File: src/rtl/periph_pkg.sv
// Shared definitions for the peripheral-side handshake receiver.
// State encoding and default geometry of the receive FIFO.
package periph_pkg;

    typedef enum logic [1:0] {
        IDLE   = 2'b00,
        ACK_HI = 2'b01,
        STALL  = 2'b10
    } rx_state_t;

    localparam int DEF_DATA_W = 2;
    localparam int DEF_DEPTH  = 4;

endpackage

File: src/rtl/per_fifo.sv
// Circular receive FIFO; head word shown combinationally.
// Full is judged before any same-cycle pop.
module per_fifo
    import periph_pkg::*;
#(
    parameter int DATA_W = DEF_DATA_W,
    parameter int DEPTH  = DEF_DEPTH
) (
    input  logic                     clk1,
    input  logic                     rst1,
    input  logic                     push,
    input  logic                     pop,
    input  logic [DATA_W-1:0]        din,
    output logic [DATA_W-1:0]        dout,
    output logic [$clog2(DEPTH):0]   count,
    output logic                     full,
    output logic                     empty
);

    localparam int AW = $clog2(DEPTH);
    localparam logic [AW:0] FULL_CNT = (AW+1)'(DEPTH);

    logic [DATA_W-1:0] mem [DEPTH];
    logic [AW-1:0]     wptr;
    logic [AW-1:0]     rptr;
    logic              do_push;
    logic              do_pop;

    assign full    = (count == FULL_CNT);
    assign empty   = (count == '0);
    assign do_push = push && !full;
    assign do_pop  = pop && !empty;
    assign dout    = empty ? '0 : mem[rptr];

    always_ff @(posedge clk1) begin
        if (do_push) begin
            mem[wptr] <= din;
        end
    end

    always_ff @(posedge clk1 or posedge rst1) begin
        if (rst1) begin
            wptr  <= '0;
            rptr  <= '0;
            count <= '0;
        end else begin
            if (do_push) begin
                wptr <= wptr + 1'b1;
            end
            if (do_pop) begin
                rptr <= rptr + 1'b1;
            end
            case ({do_push, do_pop})
                2'b10:   count <= count + 1'b1;
                2'b01:   count <= count - 1'b1;
                default: count <= count;
            endcase
        end
    end

endmodule

File: src/rtl/periph_rx_handshake.sv
// Peripheral receiver for the CPU four-phase send/ack handshake.
// send is synchronised into clk1; accepted words are queued.
module periph_rx_handshake
    import periph_pkg::*;
#(
    parameter int DATA_W      = DEF_DATA_W,
    parameter int DEPTH       = DEF_DEPTH,
    parameter int SYNC_STAGES = 2,
    parameter int CNT_W       = 8
) (
    input  logic                     clk1,
    input  logic                     rst1,
    input  logic [1:0]               send,
    input  logic [DATA_W-1:0]        dado,
    output logic                     ack,
    input  logic                     rd_en,
    output logic [DATA_W-1:0]        rd_data,
    output logic                     rd_valid,
    output logic [$clog2(DEPTH):0]   fifo_count,
    output logic                     stall,
    output logic [CNT_W-1:0]         rx_count
);

    logic [SYNC_STAGES-1:0] sync_q;
    logic                   send_s;
    logic                   unused_send1;
    rx_state_t              state;
    logic                   full;
    logic                   empty;
    logic                   push;

    assign unused_send1 = send[1];
    assign send_s       = sync_q[SYNC_STAGES-1];

    always_ff @(posedge clk1 or posedge rst1) begin
        if (rst1) begin
            sync_q <= '0;
        end else begin
            sync_q <= {sync_q[SYNC_STAGES-2:0], send[0]};
        end
    end

    // dado is bundled data: stable while send is high, so sampled raw
    assign push = send_s && !full &&
                  ((state == IDLE) || (state == STALL));

    always_ff @(posedge clk1 or posedge rst1) begin
        if (rst1) begin
            state    <= IDLE;
            ack      <= 1'b0;
            stall    <= 1'b0;
            rx_count <= '0;
        end else begin
            if (push) begin
                rx_count <= rx_count + CNT_W'(1);
            end
            case (state)
                IDLE: begin
                    if (send_s && !full) begin
                        state <= ACK_HI;
                        ack   <= 1'b1;
                    end else if (send_s) begin
                        state <= STALL;
                        stall <= 1'b1;
                    end
                end
                STALL: begin
                    if (!send_s) begin
                        state <= IDLE;
                        stall <= 1'b0;
                    end else if (!full) begin
                        state <= ACK_HI;
                        stall <= 1'b0;
                        ack   <= 1'b1;
                    end
                end
                ACK_HI: begin
                    if (!send_s) begin
                        state <= IDLE;
                        ack   <= 1'b0;
                    end
                end
                default: begin
                    state <= IDLE;
                    ack   <= 1'b0;
                    stall <= 1'b0;
                end
            endcase
        end
    end

    per_fifo #(
        .DATA_W (DATA_W),
        .DEPTH  (DEPTH)
    ) u_fifo (
        .clk1  (clk1),
        .rst1  (rst1),
        .push  (push),
        .pop   (rd_en),
        .din   (dado),
        .dout  (rd_data),
        .count (fifo_count),
        .full  (full),
        .empty (empty)
    );

    assign rd_valid = !empty;

endmodule

File: config.mk
export PLATFORM = sky130hd
export DESIGN_NAME = periph_rx_handshake
export DESIGN_NICKNAME = d
export VERILOG_FILES = /design/src/rtl/periph_pkg.sv /design/src/rtl/per_fifo.sv /design/src/rtl/periph_rx_handshake.sv
export SDC_FILE = /design/constraint.sdc
export NUM_CORES = 1
export LEC_CHECK = 0
export ABC_AREA = 0
export CAP_MARGIN = 25
export CORE_ASPECT_RATIO = 0.6
export CORE_MARGIN = 2
export CORE_UTILIZATION = 45
export DETAILED_ROUTE_END_ITERATION = 6
export PLACE_DENSITY_LB_ADDON = 0.12
export SLEW_MARGIN = 10
export SYNTH_ARGS = -nofsm -noshare
export SYNTH_HDL_FRONTEND = slang
export SYNTH_SLANG_ARGS = --single-unit
File: constraint.sdc
create_clock -name clk1 -period 6.08 [get_ports clk1]
set_input_delay 1.216 -clock clk1 [delete_from_list [all_inputs] [get_ports clk1]]
set_output_delay 1.216 -clock clk1 [all_outputs]
set_load 0.05 [all_outputs]
# ---- Word level (Yosys, flattened, before mapping)
# Memories as Yosys holds them, arrays and structs flattened.
# Cells that the tools add are included.
dict set report totals {
  regBits 21
  ram_bits 8
  input_bits 7
  out_inout_bits 16
  memories 1
}
# name words width read_ports rd_ports_with_merged_regs write_ports line_no
set mem_list {}
lappend mem_list {u_fifo.mem 4 2 1 0 1 per_fifo.sv:23} ;# logic [DATA_W-1:0] mem [DEPTH];
dict set report classes {
  n_addsub 5
  eq_ne 13
  mux 20
  bitwise 1
  n_reduce_logical 13
}
# operator n
set op_table {}
lappend op_table {{$mux W2} 6}
lappend op_table {{$mux W1} 10}
lappend op_table {{$ne A2 B2 Y1 const B} 5}
lappend op_table {{$add A8 B1 Y8 const B} 1}
lappend op_table {{$reduce_and A4 Y1} 2}
lappend op_table {{$pmux W1 S3} 2}
lappend op_table {{$pmux W2 S3} 1}
lappend op_table {{$pmux W3 S2} 1}
lappend op_table {{$add A2 B1 Y2 const B} 2}
lappend op_table {{$eq A2 B1 Y1 const B} 2}
lappend op_table {{$eq A2 B2 Y1 const B} 2}
lappend op_table {{$logic_and A1 B1 Y1} 4}
lappend op_table {{$add A3 B1 Y3 const B} 1}
lappend op_table {{$eq A3 B3 Y1 const B} 1}
lappend op_table {{$logic_not A3 Y1} 1}
lappend op_table {{$ne A3 B2 Y1 const B} 1}
lappend op_table {{$ne A3 B3 Y1 const B} 1}
lappend op_table {{$reduce_and A3 Y1} 1}
lappend op_table {{$sub A3 B1 Y3 const B} 1}
lappend op_table {{$logic_not A1 Y1} 2}
lappend op_table {{$logic_not A2 Y1} 1}
lappend op_table {{$ne A2 B1 Y1 const B} 1}
lappend op_table {{$reduce_bool A2 Y1} 1}
lappend op_table {{$logic_or A1 B1 Y1} 1}
lappend op_table {{$not A1 Y1} 1}

# ---- Depth between registers and ports, before layout
# Gate-level depths: netlist of the first run.
dict set report depth {
  ltp_word 7
  mapped_depth 10
  mapped_depth_nobuf 9
}

# ---- By module
# Synthesis of the first run repeated with hierarchy kept, for this count alone.
dict set report unflattened {
  hier_cells 95
  area_unflattened_um2 1316.3
}
# module instances cells_each area_per_inst_um2 seq_area_each_um2
set modules_own_cells {}
lappend modules_own_cells {per_fifo 1 50 748.2 415.4}
lappend modules_own_cells {periph_rx_handshake 1 45 568.0 350.3}

# ---- Least setup slack after synthesis of the first run
# OpenSTA, ideal clock, no wires.
dict set report synth_path {
  kind {reg2out}
  startpoint {register u_fifo.count[0]}
  endpoint {output rd_data[0]}
  arrival_ns 1.727
  required_ns 4.864
  slack_ns 3.137
  stages_incl_launch_ff 3
  path_cell_list {dfrtp_1 or3_1 and2_1}
}
dict set report synth_via {
  elab_chain_cells 2
}
# item line_no
set synth_lines {}
lappend synth_lines {{start, declared} per_fifo.sv:15} ;# output logic [$clog2(DEPTH):0] count,
lappend synth_lines {{start signal, assigned} per_fifo.sv:54} ;# 2'b10: count <= count + 1'b1;
lappend synth_lines {{start signal, assigned} per_fifo.sv:55} ;# 2'b01: count <= count - 1'b1;
lappend synth_lines {{start signal, assigned} per_fifo.sv:56} ;# default: count <= count;
lappend synth_lines {{$logic_not A3 Y1} per_fifo.sv:30} ;# assign empty = (count == '0);
lappend synth_lines {{$mux W2} per_fifo.sv:33} ;# assign dout = empty ? '0 : mem[rptr];
lappend synth_lines {{end, declared} periph_rx_handshake.sv:17} ;# output logic [DATA_W-1:0] rd_data,
# No other way between the ends.

# ---- Worst setup path in the final report of the first run
dict set report layout_path {
  startpoint {register u_fifo.rptr[0]}
  endpoint {output rd_data[1]}
}
dict set report layout_via {
  elab_chain_cells 2
}
# item line_no
set layout_lines {}
lappend layout_lines {{start, declared} per_fifo.sv:25} ;# logic [AW-1:0] rptr;
lappend layout_lines {{start signal, assigned} per_fifo.sv:51} ;# rptr <= rptr + 1'b1;
lappend layout_lines {{$mem_v2 Z4 W2} n/a}
lappend layout_lines {{$mux W2} per_fifo.sv:33}
# No other way between the ends.

==> results of run 1 <==
[cells by family (layout without fill, tap and decap cells)]
family,after synthesis,after routing,synth area share (%)
and+or+nand+nor,26,26,12.6
buffers and inverters,11,39,3.29
AOI/OAI and AO/OA,3,3,1.65
adders and majority gates,8,8,8.13
xor gates and xnor gates,13,13,8.81
muxes,5,5,6.29
DFF,29,29,59.2
[metal layers]
layer	GRT usage (%)	share of wire, %
met4	10.7	1.7
met5	0	0
met2	21.4	40
met3	6.19	5.5
met1	21.6	52
[cells in the mapped netlist (2+ instances only)]
cell,instances
xnor2_1,7
inv_1,10
edfxtp_1,8
dfrtp_1,21
and2_1,7
nand3_1,3
mux4_2,2
ha_1,6
xor2_1,6
nor3_1,2
nor2_1,4
[cell type report]
cell class / count / share of cell area (%)
clock buffer: 8 / 4.95
inverter: 10 / 2.32
multi-input combinational: 55 / 29.9
sequential: 29 / 47.3
tap: 32 / 2.47
timing repair buffer: 21 / 13.0
[worst reg2reg max path: stages (launching register included)]
cell	delay, ns
dfrtp_1	0.41
or2b_1	0.25
nor2_1	0.61
inv_1	0.10
ha_1	0.23
inv_1	0.07
fa_1	0.18
xor2_1	0.14
nor2_1	0.06
xor2_1	0.14
[through the flow]
step	instances	hold slack, ns
2_1_floorplan	95	0.331
3_3_place_gp	147	0.335
3_5_place_dp	147	0.341
4_1_cts	155	0.355
5_1_grt	155	0.371
6_report	155	0.357
[flip-flops by register name, summed over array words and instances, names as in the netlist]
name          cells
sync_q            2
u_fifo.mem        8
u_fifo.count      3
stall             1
ack               1
rx_count          8
state             2
u_fifo.wptr       2
u_fifo.rptr       2
[where the power goes]
group	internal, µW	switching, µW	total [µW]
combinational	187	281	468
sequential	267	67.6	335
clock	81.1	68.0	149
total	535	417	952
[worst paths after layout]
check | from | to | cells past startpoint
hold / removal | sync_q[0] | sync_q[1] | 0
hold reg to reg | sync_q[0] | sync_q[1] | 0
max in group asynchronous | rst1 | rx_count[0] | 2
min in group asynchronous | rst1 | u_fifo.rptr[1] | 2
setup reg to reg | state[0] | u_fifo.count[2] | 9
setup / recovery | u_fifo.rptr[0] | rd_data[1] | 3
==> metrics.csv, run 1 <==
metric;value;unit
status;complete, no violations;
seq_area;766;µm²
setup_violations;0;
setup_ws;2.77;ns
hold_viol_final;0;
seq_area_frac_synth;59.2;%
path_max_fanout;4;
netlist.area_leader.share;40.7;%
cp_num_buf_inv;1;
root_buffer;clkbuf_8;
path_class;flop to output pin;
dieHeight;45.5;µm
post-place-ws;3.05;ns
final_core_util;62.0;%
die_w;73.2;µm
h-tree-depth;2;
maxCapViolCount;0;
cts_tree;built;
clock_latency;0.28;ns
final_cell_mix;dfrtp_1 (21), clkdlybuf4s50_1 (21), inv_1 (10);
max_freq;302;MHz
critical-path-top-delay-family;buffers and inverters;
synthArstFlopShare;72.4;%
fin_nets;136;
grt_pass1_wl;3.66;mm
synth_edf_count;8;
gp_congestion;0.752;
drc;0;
vias_per_cell;4.84;
wl;2.19;mm
ys_ff_latch;29;
yosys-top-cells-area;dfrtp_1 (41%), edfxtp_1 (19%), ha_1 (5.8%), xnor2_1 (4.7%), xor2_1 (4.1%);
max-slew-margin-rel;46.2;%
hold_path_class;flop to flop;
hold_buffers;0;
num_antenna_cells;0;
start_util;49.5;%
num_vias;750;
fillers;206;
post-cts-setup-buffer-count;0;
postSynthCellCount;95;
slowest_stage;clkdlybuf4s50_1;
first_pass_iters;4;
ctsResizeCount;0;
antenna_found_initial;0;
clkTransAtPathRegs;0.06;ns
crit_chain;mux4_2, and2_1, clkdlybuf4s50_1;
cts_buffer_depth;2;
crit_required;4.86;ns
place_area;1540;µm²
peakVddDrop;307;µV
coreArea;2610;µm²
total_power;952;µW
syn_area;1290;µm²
cts_buffers;5;
leakagePower;0.000690;µW
io_buffers;21;
synth_cell_type_count;30;
grt_overflow;0;
drt-initial-drc-count;35;
synth_top_area_cell;dfrtp_1;
tns;0;ns
synthToLayoutAreaGrowth;25.2;%
slew_viol_final;0;
rows;14;
die-area;3330;µm²
drtAntennaViolNets;0;
synthFlopType;dfrtp_1;
final_area;1620;µm²
place_hpwl;1.58;mm
cpPeakStageDelay;0.69;ns
top_level_ports;23;
drive_above_1_share;8.94;%
period_needed;3.31;ns
skew;0.00685;ns
startpoint_type;flop;
rsz0062_at_grt;no;
grt_max_degree;22;
power_density;588;nW/µm²
tightestPinTransition;0.807;ns
grt_pass1_vias;795;
synth.net_count;109;
ys_warn_count;0;
cp.arrival;2.10;ns
cts_sinks;29;
grt.total_usage;16.0;%
r2r_slack;3.77;ns
multi_input_area;484;µm²
avgSynthCellArea;13.6;µm²
final.period_utilization;54.5;%
end_kind;output pin;
wl_per_cell;14.1;µm
Power figures use the tool's default switching activity.
==> run 2, diff against run 1 <==
Clock period 6.08 ns to 3.1 ns, I/O delays scaled along.
==> run 2 against run 1 <==
Net effect:
- combinational power up 96%
- sequential power is 96% higher
- via count grew 1.1%
- sequential cell count is the same
- first-iteration DRC count down 5.7%
- routed wire length increased by 6.6%
- global-route usage grew 2.1 points
- clock power is 95% higher
- non-clock buffer count unchanged
==> metrics.csv, run 2 (synthesis results as in run 1) <==
metric;value;unit
slew_viol_final;0;
peakVddDrop;503;µV
drive_above_1_share;9.76;%
path_class;flop to output pin;
gp_congestion;0.775;
io_buffers;21;
max-slew-margin-rel;45.7;%
cts_sinks;29;
drt-initial-drc-count;33;
vias_per_cell;4.89;
leakagePower;0.000693;µW
setup_violations;0;
hold_ws;0.352;ns
seqPwrFrac;35.2;%
rsz0062_at_grt;no;
total_power;1870;µW
crit_required;2.48;ns
final_cells;155;
start_util;49.5;%
post-cts-setup-buffer-count;0;
combPwrFrac;49.2;%
path_max_fanout;4;
top_regs;rx_count (8), u_fifo.mem (8), u_fifo.count (3);
p_int;1040;µW
grt_pass1_vias;804;
rows;14;
wl_per_cell;15.0;µm
cpPeakStageDelay;0.69;ns
coreArea;2610;µm²
wl;2.33;mm
slowest_stage;clkdlybuf4s50_1;
cts_buffer_depth;2;
final.period_utilization;88.2;%
place_hpwl;1.72;mm
startpoint_type;flop;
final_core_util;62.0;%
synthToLayoutAreaGrowth;25.3;%
first_pass_iters;4;
drtAntennaViolNets;0;
antenna_found_initial;0;
final_cell_mix;dfrtp_1 (21), clkdlybuf4s50_1 (21), inv_1 (10);
critical-path-top-delay-family;buffers and inverters;
tightestPinTransition;0.814;ns
grt_max_degree;22;
skew;0.00316;ns
hold_buffers;0;
top_level_ports;23;
cts_tree;built;
max_freq;366;MHz
clkTransAtPathRegs;0.06;ns
h-tree-depth;2;
dieHeight;45.5;µm
period_needed;2.73;ns
crit_chain;mux4_2, and2_1, clkdlybuf4s50_1;
switching_share;44.2;%
end_kind;output pin;
grt.total_usage;18.2;%
hold_viol_final;0;
cts_buffers;5;
die-area;3330;µm²
maxCapViolCount;0;
cp.arrival;2.11;ns
root_buffer;clkbuf_8;
drc;0;
clkPwrFrac;15.6;%
power.switching;826;µW
ctsResizeCount;0;
die_w;73.2;µm
power_density;1150;nW/µm²
status;complete, no violations;
num_antenna_cells;0;
fin_nets;136;
num_vias;758;
clock_latency;0.28;ns
grt_pass1_wl;4.08;mm
hold_path_class;flop to flop;
cp_num_buf_inv;1;
tns;0;ns
grt_overflow;0;
dp_cells;147;
run 2: area by class of cell:
cell class	instances	area [µm²]
Fill cell	203	991
Sequential cell	29	766
Multi-Input combinational cell	55	484
Timing Repair Buffer	21	210
Clock buffer	5	68.8
Tap cell	32	40.0
Inverter	10	37.5
Clock inverter	3	12.5
run 2: power groups by stage:
stage,Clock [µW],Sequential (µW),Combinational (µW)
floorplan,0,878,425
global placement,0,654,909
detailed placement,0,666,926
CTS,299,661,930
global route,321,683,992
finish,291,658,917
run 2: final timing paths:
kind | start | to | slack, ns | depth (start not counted)
min reg2reg | sync_q[0] | sync_q[1] | 0.35 | 0
max reg2reg | u_fifo.count[2] | u_fifo.count[2] | 0.81 | 9
min in group asynchronous | rst1 | u_fifo.rptr[0] | 0.80 | 2
max in group asynchronous | rst1 | sync_q[1] | 1.80 | 2
max | u_fifo.rptr[0] | rd_data[1] | 0.37 | 3
min | sync_q[0] | sync_q[1] | 0.35 | 0
run 2: metrics by stage:
stage          cell area [µm²]  setup slack [ns]
6_report                  1620             0.365
5_1_grt                   1620             0.263
4_1_cts                   1620             0.355
3_5_place_dp              1540             0.668
3_3_place_gp              1540             0.672
2_1_floorplan             1290             0.595
run 2: worst register-to-register path: stages, from the launching register on:
cell	delay (ns)
dfrtp_1	0.43
nor3b_2	0.21
nor2_1	0.60
inv_1	0.11
ha_1	0.23
inv_1	0.07
fa_1	0.17
xor2_1	0.16
nor2_1	0.07
xor2_1	0.14
run 2: layer usage:
metal / track usage [%] / vias up / part of all wire, %
met4: 12.2 / 0 / 2.9
met3: 7.52 / 8 / 5.4
met5: 0 / - / 0
li1: - / 375 / -
met2: 25.2 / 18 / 42
met1: 23.4 / 357 / 49
